File: config.mk
export PLATFORM = sky130hd
export DESIGN_NAME = mac_psum_collector
export DESIGN_NICKNAME = d
export VERILOG_FILES = /design/src/rtl/mac_psum_collector.sv
export SDC_FILE = /design/constraint.sdc
export NUM_CORES = 1
export LEC_CHECK = 0
export BUFFER_PORTS_ARGS = -buffer_cell sky130_fd_sc_hd__clkbuf_2
export CAP_MARGIN = 25
export CORE_ASPECT_RATIO = 1.5
export CORE_MARGIN = 8
export CORE_UTILIZATION = 62
export DETAILED_ROUTE_END_ITERATION = 16
export GPL_TIMING_DRIVEN = 1
export PLACE_DENSITY = 0.91
export SLEW_MARGIN = 20
export SYNTH_ARGS = -nofsm -noshare
export SYNTH_HDL_FRONTEND = slang
export SYNTH_SLANG_ARGS = --single-unit
File: constraint.sdc
create_clock -name clk -period 6.4 [get_ports clk]
set_input_delay 1.28 -clock clk [delete_from_list [all_inputs] [get_ports clk]]
set_output_delay 1.28 -clock clk [all_outputs]
set_load 0.02 [all_outputs]
File: src/rtl/mac_psum_collector.sv
// Consumer side of the 8-lane MAC: tracks the fixed MAC latency, accumulates
// partial sums into dot products (optional ReLU) and buffers results in a FWFT FIFO.
module mac_psum_collector #(
    parameter int bw_psum    = 22,
    parameter int acc_bw     = 30,
    parameter int MAC_LAT    = 4,
    parameter int FIFO_DEPTH = 8
) (
    input  logic                      clk,
    input  logic                      reset,
    input  logic                      in_valid,
    input  logic                      in_last,
    input  logic                      relu_en,
    output logic                      in_ready,
    input  logic signed [bw_psum-1:0] mac_out,
    output logic [acc_bw-1:0]         out_data,
    output logic                      out_valid,
    input  logic                      out_ready,
    output logic                      busy
);
    localparam int PTR_W = $clog2(FIFO_DEPTH);
    localparam int CNT_W = PTR_W + 1;
    localparam int IF_W  = $clog2(MAC_LAT + 1);

    // Valid/ready: a beat issues on in_valid & in_ready; a result pops on out_valid & out_ready.
    logic [MAC_LAT-1:0] stage_valid, stage_last, stage_relu;
    logic               issue;
    logic               consume_valid, consume_last, consume_relu;

    logic signed [acc_bw-1:0] acc, mac_ext, sum, result;
    logic                     first;

    logic [acc_bw-1:0] mem [FIFO_DEPTH];
    logic [PTR_W-1:0]  wr_ptr, rd_ptr;
    logic [CNT_W-1:0]  count;
    logic [IF_W-1:0]   inflight;
    logic              push, pop;

    assign issue         = in_valid & in_ready;
    assign consume_valid = stage_valid[MAC_LAT-1];
    assign consume_last  = stage_last[MAC_LAT-1];
    assign consume_relu  = stage_relu[MAC_LAT-1];

    // Delay line mirrors the MAC pipeline so each mac_out is matched to its beat.
    always_ff @(posedge clk) begin
        if (reset) begin
            stage_valid <= '0;
            stage_last  <= '0;
            stage_relu  <= '0;
        end else begin
            stage_valid[0] <= issue;
            stage_last[0]  <= in_last;
            stage_relu[0]  <= relu_en;
            for (int i = 1; i < MAC_LAT; i++) begin
                stage_valid[i] <= stage_valid[i-1];
                stage_last[i]  <= stage_last[i-1];
                stage_relu[i]  <= stage_relu[i-1];
            end
        end
    end

    always_comb begin
        mac_ext = acc_bw'(mac_out);
        sum     = (first ? '0 : acc) + mac_ext;
        result  = (consume_relu && sum[acc_bw-1]) ? '0 : sum;
    end

    assign push = consume_valid & consume_last;
    assign pop  = out_valid & out_ready;

    always_ff @(posedge clk) begin
        if (reset) begin
            acc   <= '0;
            first <= 1'b1;
        end else if (consume_valid) begin
            acc   <= sum;
            first <= consume_last;
        end
    end

    always_ff @(posedge clk) begin
        if (push) begin
            mem[wr_ptr] <= result;
        end
    end

    always_ff @(posedge clk) begin
        if (reset) begin
            wr_ptr <= '0;
            rd_ptr <= '0;
            count  <= '0;
        end else begin
            if (push) wr_ptr <= wr_ptr + PTR_W'(1);
            if (pop)  rd_ptr <= rd_ptr + PTR_W'(1);
            case ({push, pop})
                2'b10:   count <= count + CNT_W'(1);
                2'b01:   count <= count - CNT_W'(1);
                default: count <= count;
            endcase
        end
    end

    // Credit counts results already buffered plus dot products that will close in flight.
    always_comb begin
        inflight = '0;
        for (int i = 0; i < MAC_LAT; i++) begin
            inflight = inflight + IF_W'(stage_valid[i] & stage_last[i]);
        end
    end

    assign in_ready  = (32'(count) + 32'(inflight)) < 32'(FIFO_DEPTH);
    assign out_valid = (count != '0);
    assign out_data  = out_valid ? mem[rd_ptr] : '0;
    assign busy      = (|stage_valid) | ~first;

endmodule

==> results of run 1 <==
## routing by layer
metal / vias up / track usage, % / share of wire [%]
met5: - / 0 / 0
met2: 390 / 40.5 / 53
met3: 82 / 2.57 / 6.8
li1: 3672 / - / -
met4: 0 / 9.88 / 4.2
met1: 4081 / 27.2 / 36
## worst register-to-register path, delay by kind of cell (launching register included)
kind / cells / cell delay [ns]
flops: 1 / 0.98
simple gates: 6 / 1.95
buf+inv: 1 / 0.36
compound gates: 3 / 0.92
fa+ha+maj: 1 / 0.41
## synth_stat cells, types with 3 or more instances
| library cell | n |
|---|---|
| nand3b_1 | 3 |
| and3_1 | 3 |
| nand2_1 | 47 |
| a21o_1 | 19 |
| nand4_1 | 4 |
| dfxtp_1 | 56 |
| mux4_2 | 60 |
| ha_1 | 36 |
| mux2i_1 | 32 |
| and2_1 | 10 |
| o21ai_0 | 29 |
| o211ai_1 | 3 |
| nor3_1 | 12 |
| nor4_1 | 6 |
| a31oi_1 | 8 |
| nor2b_1 | 53 |
| clkbuf_1 | 32 |
| buf_1 | 8 |
| nand3_1 | 11 |
| nor2_1 | 73 |
| fa_1 | 3 |
| xnor2_1 | 14 |
| o21a_1 | 17 |
| a21oi_1 | 33 |
| inv_1 | 20 |
| a21boi_0 | 3 |
| nor2_2 | 20 |
| a211oi_1 | 7 |
| nand2b_1 | 7 |
| xor2_1 | 17 |
| buf_6 | 3 |
| edfxtp_1 | 240 |
## layout make-up
class,count,area share [%]
multi-input combinational,578,32.8
clock buffer,36,5.05
timing repair buffer,77,3.00
clock inverter,12,1.11
sequential,296,55.3
inverter,20,0.498
tap,272,2.26
## power by group
group	total [mW]	internal [mW]	leakage, nW	switching (mW)
clock	1.66	0.969	0.451	0.690
combinational	0.115	0.0363	2.16	0.0786
sequential	2.09	2.08	2.61	0.00428
total	3.86	3.09	5.22	0.773
## per-stage QoR
step	cell area [sq um]	hold WS, ns	std cells	setup WS, ns
floorplan	13500	0.414	940	1.85
global placement	14100	0.418	1241	1.79
detailed placement	14100	0.424	1243	1.48
CTS	15100	0.439	1291	1.46
global route	15100	0.459	1291	1.10
finish	15100	0.435	1291	1.49
## state kept, by name (all words and copies together) (netlist names), named ones only
name         cells
stage_last       4
first            1
rd_ptr           3
stage_relu       4
acc             30
count            4
stage_valid      4
mem            240
wr_ptr           3
## worst min-delay path by stage
stage | startpoint | endpoint | slack (ns) | cells after the start
final | stage_relu[0] | stage_relu[1] | 0.44 | 1
after global placement | stage_relu[1] | stage_relu[2] | 0.42 | 1
after CTS | stage_relu[1] | stage_relu[2] | 0.44 | 1
after global routing | stage_relu[0] | stage_relu[1] | 0.46 | 1
after detailed placement | stage_relu[0] | stage_relu[1] | 0.42 | 1
after floorplan | stage_relu[0] | stage_relu[1] | 0.41 | 1
## kinds of logic after synthesis
family | count (synthesis)
compound gates | 145
buf+inv | 66
mux | 93
fa+ha+maj | 39
xor+xnor | 31
flops | 296
simple gates | 270
==> summary.txt, run 1 <==
=======================================================================================
Status                                                                     complete, no violations
Number of nets produced by synthesis                                               1007
Fraction of synthesis flops using an asynchronous set or reset pin                   0%
Max Cap Violations                                                                    0
Post-Syn Area                                                               13500 sq um
Yosys warning total                                                                   0
R2r startpoint                                                                    first
Number of synthesized register bits                                                 296
Critical-path cell list                                                    buf_4 -> nor2b_1 -> ha_1 -> and3_2 -> nand4_1 -> a21o_1 -> a31o_4 -> a211oi_4 -> or4_4 -> nand4_4 -> nor3_1
Signed area change from the synthesized netlist to the final layout               11.7%
Buf+Inv Stages, Crit Path                                                             1
First-pass GRT wire length                                                 46400 microns
Max clock buf depth                                                                   3
Critical path origin                                                              first
Dpl hpwl                                                                   19100 microns
Peak per-stage delay on the critical path                                       0.98 ns
Minimum period implied by the final worst setup slack                           4.91 ns
Number of violations reported at the end of detailed-routing iteration 0            837
Number of max-slew violations in the final report                                     0
Clock tree from TritonCTS                                                           yes
Worst Path Required                                                             6.63 ns
CTS clock-pin slew for the worst setup and hold paths                           0.07 ns
Critical Path End                                                            mem[4][26]
Worst-Margin Slew                                                               1.00 ns
Remaining routing DRC violations                                                      0
Min-Delay Path Class                                                       flip-flop to flip-flop
Lkg Pwr                                                                         5.22 nW
Fillcell total                                                                     1310
Maximum number of pins on one net before global-route repair                         45
Global-route total usage across every layer                                       22.8%
Number of hold violations in the final report                                         0
Number of distinct library cells after synthesis                                     71
Max-slew headroom at the worst pin                                                33.3%
Post-CTS Setup Bufs                                                                   0
Most area-hungry cell type in the Yosys netlist                                edfxtp_1
Final routed wire length divided by cell count                             23.3 microns
Sequential share of the synthesized area                                          61.7%
Critical path type                                                         flip-flop to flip-flop
Via total after detailed routing                                                   8225
Hold Buf Count CTS                                                                    0
Crit path DAT                                                                   5.14 ns
Drt pass-1 iters                                                                      5
Routability congestion estimate from global placement                             0.975
Worst clock skew                                                              0.0170 ns
Kind of end point of the critical path                                        flip-flop
Clock sinks                                                                         296
Count of final setup violators                                                        0
H-tree depth                                                                          1
Count of cells along the worst register-to-register path                             11
Worst voltage drop across the vdd grid                                         0.202 mV
Clock latency of the later-clocked register in the worst-skew pair              0.54 ns
Fraction of layout cells with a size suffix above 1                               23.3%
Share of the clock period used by the worst path                                  76.8%
Mean cell area of the mapped netlist                                         14.4 sq um
Simple-gate share of the synthesized area                                         10.5%
Count of flip-flops with a built-in enable after synthesis                          240
Combinational family with the most area after synthesis                    multiplexers
Chip Width                                                                  136 microns
Setup repair after global routing missed its margin                                  no
Commonest non-fill, non-tap cell in the layout                                 edfxtp_1
Initial Utilization                                                               62.6%
Post-cts sizing count                                                                 0
Core box area                                                               21600 sq um
Maximum clock frequency                                                         204 MHz
Total wire length                                                          30100 microns
I/O Pins                                                                             61
Number of nets in the finished design                                              1066
Register area                                                                8330 sq um
Cell type of the slowest stage on the worst timing path                         dfxtp_1
Initial antenna violation count                                                       0
Antenna diode instance count                                                          0
Most common flop cell mapped by yosys                                          edfxtp_1
# rows                                                                               66
Post-synthesis xor/xnor area fraction                                             2.01%
Grt total ovfl                                                                        0
Util after Layout                                                                 70.0%
Power per Cell Area                                                         256 nW/um^2
Startpoint types                                                              flip-flop
Cell count after synthesis                                                          940
Post-synthesis compound-gate area fraction                                        7.37%
Area share of fa/ha/maj cells after synthesis                                     3.78%
Power Total                                                                     3.86 mW
Synth top area share                                                              53.4%
End of the worst register-to-register path                                   mem[4][26]
Number of antenna-violating nets in the routed design                                 0
Highest-count cells in the layout ignoring fill and taps                   edfxtp_1 (240), nor2_1 (70), mux4_2 (60), clkbuf_2 (60)
Vias per cell                                                                      6.37
Multiplexer fraction of the synthesized cell area                                 12.5%
Top cells by area, synth                                                   edfxtp_1 (53%), mux4_2 (10%), dfxtp_1 (8.3%), ha_1 (3.3%), nor2b_1 (2.5%)
Die span in y                                                               197 microns
Root buf cell                                                                 clkbuf_16
Die Outline Area                                                            26800 sq um
Cell family contributing the most delay on the critical path               simple AND/OR/NAND/NOR gates
Count of port buffers added during placement                                         60
Setup TNS                                                                          0 ns
Area occupied by multi-input gates                                           4940 sq um
Crit path depth                                                                      11
Slack of the worst reg-to-reg path                                              1.49 ns
Via count of the first global-routing pass                                         8324
Crit-path max FO                                                                     27
Number of buffers added by the clock tree synthesis step                             26
=======================================================================================
Power figures use the tool's default switching activity.
==> run 2: changes to the inputs <==
--- a/config.mk
+++ b/config.mk
@@ -9,10 +9,10 @@
 export CAP_MARGIN = 25
 export CORE_ASPECT_RATIO = 1.5
 export CORE_MARGIN = 8
-export CORE_UTILIZATION = 62
+export CORE_UTILIZATION = 56
 export DETAILED_ROUTE_END_ITERATION = 16
 export GPL_TIMING_DRIVEN = 1
-export PLACE_DENSITY = 0.91
+export PLACE_DENSITY = 0.87
 export SLEW_MARGIN = 20
 export SYNTH_ARGS = -nofsm -noshare
 export SYNTH_HDL_FRONTEND = slang
==> constraint.sdc (replaced) <==
create_clock -name clk -period 4.32 [get_ports clk]
set_input_delay 0.864 -clock clk [delete_from_list [all_inputs] [get_ports clk]]
set_output_delay 0.864 -clock clk [all_outputs]
set_load 0.02 [all_outputs]
==> summary.txt, run 2 (synthesis gave the netlist of run 1 again) <==
=======================================================================================
Count of final setup violators                                                        0
Share of total power in the clock network                                         40.6%
Combinational share of power                                                       3.2%
Vias per cell                                                                      6.02
Clock latency of the later-clocked register in the worst-skew pair              0.53 ns
Seq pwr share                                                                     56.2%
Crit-path max FO                                                                      9
# placed instances                                                                 1296
Status                                                                     complete, no violations
H-tree depth                                                                          1
Dpl hpwl                                                                   18800 microns
First-pass GRT wire length                                                 45600 microns
Count of port buffers added during placement                                         60
Crit path DAT                                                                   3.03 ns
Global routing met2 resource utilization                                          37.5%
Sw power                                                                        1.14 mW
Setup TNS                                                                          0 ns
Initial Utilization                                                               57.0%
Number of violations reported at the end of detailed-routing iteration 0            638
Max clock buf depth                                                                   3
Net switching fraction of the power                                               20.8%
Fraction of layout cells with a size suffix above 1                               23.0%
Remaining routing DRC violations                                                      0
Clock sinks                                                                         296
Number of antenna-violating nets in the routed design                                 0
Chip Width                                                                  143 microns
Design internal power                                                           4.35 mW
Via total after detailed routing                                                   8088
Drt pass-1 iters                                                                      5
Initial antenna violation count                                                       0
Die span in y                                                               206 microns
Min-Delay Path Class                                                       flip-flop to flip-flop
Hold Buf Count CTS                                                                    0
Maximum clock frequency                                                         257 MHz
Startpoint types                                                              flip-flop
Setup repair after global routing missed its margin                                  no
GR met3 Demand/Resource                                                           2.52%
Number of buffers added by the clock tree synthesis step                             26
Kind of end point of the critical path                                       output pin
Largest register by flop count                                                      mem
Final routed wire length divided by cell count                             21.8 microns
Lkg Pwr                                                                         5.19 nW
Via count of the first global-routing pass                                         8176
Count of cells along the worst register-to-register path                             12
Worst clock skew                                                             0.00942 ns
I/O Pins                                                                             61
Max Cap Violations                                                                    0
Highest-count cells in the layout ignoring fill and taps                   edfxtp_1 (240), nor2_1 (70), mux4_2 (60), clkbuf_2 (60)
Final instance count without filler cells                                          1344
Minimum period implied by the final worst setup slack                           3.89 ns
Share of the clock period used by the worst path                                  90.0%
Worst-Margin Slew                                                              0.880 ns
Hold depth                                                                            1
Worst voltage drop across the vdd grid                                         0.277 mV
CTS clock-pin slew for the worst setup and hold paths                           0.07 ns
Fillcell total                                                                     1671
Busiest layer in global routing                                                    met2
Critical path type                                                         flip-flop to output pin
Antenna diode instance count                                                          0
Global-route total usage across every layer                                       20.3%
Number of max-slew violations in the final report                                     0
Commonest non-fill, non-tap cell in the layout                                 edfxtp_1
# rows                                                                               69
Die Outline Area                                                            29400 sq um
Number of nets in the finished design                                              1072
Largest regs                                                               mem x240, acc x30
Routability congestion estimate from global placement                             0.922
Core box area                                                               23700 sq um
Root buf cell                                                                 clkbuf_16
Post-cts sizing count                                                                 0
Total wire length                                                          29300 microns
Worst Path Required                                                             3.46 ns
Max-slew headroom at the worst pin                                                41.3%
Post-CTS Setup Bufs                                                                   0
Grt total ovfl                                                                        0
Power per Cell Area                                                         365 nW/um^2
Max FFs per register                                                                240
Number of hold violations in the final report                                         0
Clock tree from TritonCTS                                                           yes
Maximum number of pins on one net before global-route repair                         41
Signed area change from the synthesized netlist to the final layout               11.6%
Slack of the worst reg-to-reg path                                              0.53 ns
Global routing usage on met1                                                      24.0%
=======================================================================================
run 2: cell type report:
cell class | instances | area [sq um] | share of cell area [%]
inverter | 20 | 75.1 | 0.499
timing repair buffer | 83 | 498 | 3.31
clock inverter | 17 | 126 | 0.839
tap | 319 | 399 | 2.65
clock buffer | 31 | 691 | 4.59
multi-input combinational | 578 | 4930 | 32.8
sequential | 296 | 8330 | 55.4
run 2: path summary, 6_finish.rpt:
kind,startpoint,endpoint
max reg2reg,first,mem[6][0]
max,stage_last[3],in_ready
min,stage_relu[2],stage_relu[3]
min reg2reg,stage_relu[2],stage_relu[3]
run 2: power by group through the flow:
stage | clock network [mW] | logic [mW] | registers [mW]
after floorplan | 0 | 0.111 | 3.15
after global placement | 0 | 0.166 | 3.15
after detailed placement | 0 | 0.172 | 3.15
after CTS | 2.26 | 0.173 | 3.09
after global routing | 2.36 | 0.188 | 3.09
final | 2.23 | 0.175 | 3.09
run 2: through the flow:
step / hold WS [ns] / util [%] / area (sq um) / setup slack (ns) / total power [mW]
final: 0.435 / 63.6 / 15100 / 0.430 / 5.50
after global routing: 0.457 / 63.6 / 15100 / 0.196 / 5.64
after CTS: 0.438 / 63.6 / 15100 / 0.424 / 5.52
after detailed placement: 0.423 / 60.2 / 14200 / 0.253 / 3.32
after global placement: 0.430 / 60.2 / 14200 / 0.419 / 3.32
after floorplan: 0.414 / - / 13500 / 0.562 / 3.26
run 2: critical path, cell delays in order (launching register included):
cell and delay, ns:
dfxtp_1 0.39, nand2_1 0.33, fa_1 0.62, inv_1 0.04, ha_1 0.27, a31o_2 0.24
a21o_1 0.17, a21oi_1 0.22, clkbuf_2 0.21
run 2: metal layers:
metal	part of all wire [%]	routed length (microns)	vias up
li1	-	-	3689
met1	38	11000	4008
met2	53	15600	329
met3	6.4	1870	62
met4	2.6	754	0
met5	0	0	-
==> run 3: changes to the inputs <==
--- a/config.mk
+++ b/config.mk
@@ -9,10 +9,10 @@
 export CAP_MARGIN = 25
 export CORE_ASPECT_RATIO = 1.5
 export CORE_MARGIN = 8
-export CORE_UTILIZATION = 56
+export CORE_UTILIZATION = 30
 export DETAILED_ROUTE_END_ITERATION = 16
 export GPL_TIMING_DRIVEN = 1
-export PLACE_DENSITY = 0.87
+export PLACE_DENSITY = 0.57
 export SLEW_MARGIN = 20
 export SYNTH_ARGS = -nofsm -noshare
 export SYNTH_HDL_FRONTEND = slang
==> summary.txt, run 3 (synthesis gave the netlist of run 1 again) <==
=======================================================================================
Status                                                                     complete, no violations
Number of antenna-violating nets in the routed design                                 0
Critical-path cell list                                                    buf_4 -> nor2b_1 -> ha_1 -> and2_4 -> a221oi_2 -> a21o_1 -> a31o_4 -> a211oi_4 -> o21ai_0 -> nand4_4 -> buf_4 -> nor2_1
Number of nets in the finished design                                              1074
Maximum clock frequency                                                         257 MHz
Signed area change from the synthesized netlist to the final layout               14.8%
Clock sinks                                                                         296
CTS clock-pin slew for the worst setup and hold paths                           0.07 ns
Fillcell total                                                                     4306
Combinational share of power                                                       3.1%
Share of total power in the clock network                                         42.3%
Core box area                                                               44600 sq um
Slack of the worst reg-to-reg path                                              0.43 ns
Lkg Pwr                                                                         5.23 nW
Highest metal layer with signal wires                                              met4
Count of final setup violators                                                        0
Via total after detailed routing                                                   7726
Crit-path max FO                                                                     12
Minimum period implied by the final worst setup slack                           3.89 ns
Routability congestion estimate from global placement                             0.816
Chip Width                                                                  189 microns
Drt pass-1 iters                                                                      4
Post-CTS Setup Bufs                                                                   0
Critical path type                                                         flip-flop to flip-flop
Number of hold violations in the final report                                         0
Setup TNS                                                                          0 ns
Clock tree from TritonCTS                                                           yes
Max-slew headroom at the worst pin                                                53.2%
Maximum number of pins on one net before global-route repair                         45
Worst voltage drop across the vdd grid                                         0.273 mV
Peak per-stage delay on the critical path                                       0.68 ns
Die span in y                                                               276 microns
Max FFs per register                                                                240
Routed length on met2                                                      16600 microns
Power per Cell Area                                                         365 nW/um^2
Seq pwr share                                                                     54.6%
Worst-Margin Slew                                                              0.697 ns
Startpoint types                                                              flip-flop
First-pass GRT wire length                                                 48000 microns
Initial Utilization                                                               30.3%
Highest-count cells in the layout ignoring fill and taps                   edfxtp_1 (240), nor2_1 (70), mux4_2 (60), clkbuf_2 (60)
Antenna diode instance count                                                          0
Min-Delay Path Class                                                       flip-flop to flip-flop
Worst Path Required                                                             4.58 ns
Hold Buf Count CTS                                                                    0
Design internal power                                                           4.52 mW
Max Cap Violations                                                                    0
Crit path DAT                                                                   4.15 ns
Remaining routing DRC violations                                                      0
Number of buffers added by the clock tree synthesis step                             26
Final routed wire length divided by cell count                             19.1 microns
Number of max-slew violations in the final report                                     0
Dpl hpwl                                                                   20600 microns
Worst hold-check slack                                                         0.440 ns
Initial antenna violation count                                                       0
H-tree depth                                                                          1
Largest register by flop count                                                      mem
Fraction of layout cells with a size suffix above 1                               23.6%
Sw power                                                                        1.14 mW
Cell family contributing the most delay on the critical path               compound AO/OA/AOI/OAI gates
Detailed route wirelength on metal3                                         860 microns
I/O Pins                                                                             61
Clock latency of the later-clocked register in the worst-skew pair              0.53 ns
Largest regs                                                               mem x240, acc x30
Via count of the first global-routing pass                                         8207
Cell type of the slowest stage on the worst timing path                         dfxtp_1
# rows                                                                               95
M1 WL                                                                      12800 microns
Number of violations reported at the end of detailed-routing iteration 0            420
Vias per cell                                                                      4.81
Total wire length                                                          30700 microns
Count of port buffers added during placement                                         60
Global-route total usage across every layer                                       11.8%
Most frequent cell on the critical path                                           buf_4
Worst clock skew                                                              0.0101 ns
Commonest non-fill, non-tap cell in the layout                                 edfxtp_1
Grt total ovfl                                                                        0
Root buf cell                                                                 clkbuf_16
Share of the clock period used by the worst path                                  90.1%
Setup repair after global routing missed its margin                                  no
Post-cts sizing count                                                                 0
Max clock buf depth                                                                   3
Buf+Inv Stages, Crit Path                                                             2
Die Outline Area                                                            52200 sq um
Net switching fraction of the power                                               20.1%
Kind of end point of the critical path                                        flip-flop
=======================================================================================
## run 3: path summary, 6_finish.rpt
check / from / endpoint / depth (start not counted)
setup / recovery: first / mem[1][3] / 12
hold / removal: stage_relu[1] / stage_relu[2] / 1
setup reg to reg: first / mem[1][3] / 12
hold reg to reg: stage_relu[1] / stage_relu[2] / 1
## run 3: final cells by class
cell class	count	area [sq um]	area share, %
sequential	296	8330	53.8
multi-input combinational	578	4950	31.9
tap	582	728	4.70
clock buffer	28	679	4.39
timing repair buffer	85	513	3.31
clock inverter	18	208	1.34
inverter	20	75.1	0.485
## run 3: per-layer routing
layer,track usage (%),vias up
li1,-,3681
met1,13.9,3903
met2,22.5,115
met3,1.25,27
met4,2.93,0
met5,0,-
## run 3: metrics by stage
stage / cell area, sq um / worst slack (ns) / std cells / total power, mW / utilization, %
after global placement: 14600 / 0.319 / 1561 / 3.33 / 32.7
final: 15500 / 0.427 / 1607 / 5.66 / 34.7
after detailed placement: 14600 / 0.272 / 1561 / 3.33 / 32.7
after global routing: 15500 / 0.102 / 1607 / 5.84 / 34.7
after floorplan: 13500 / 0.562 / 940 / 3.26 / -
after CTS: 15500 / 0.324 / 1607 / 5.74 / 34.7
## run 3: worst reg2reg max path, delay by kind of cell (launching register included)
kind	cells	cell delay, ns
AOI/OAI and AO/OA	5	1.25
adders and majority gates	1	0.34
buffers and inverters	2	0.49
DFF	1	0.68
and+or+nand+nor	4	0.86
## run 3: power groups by stage
stage	Sequential (mW)	Combinational, mW	Clock, mW
6_report	3.09	0.176	2.39
2_1_floorplan	3.15	0.111	0
4_1_cts	3.09	0.180	2.47
5_1_grt	3.09	0.195	2.55
3_5_place_dp	3.15	0.179	0
3_3_place_gp	3.15	0.177	0
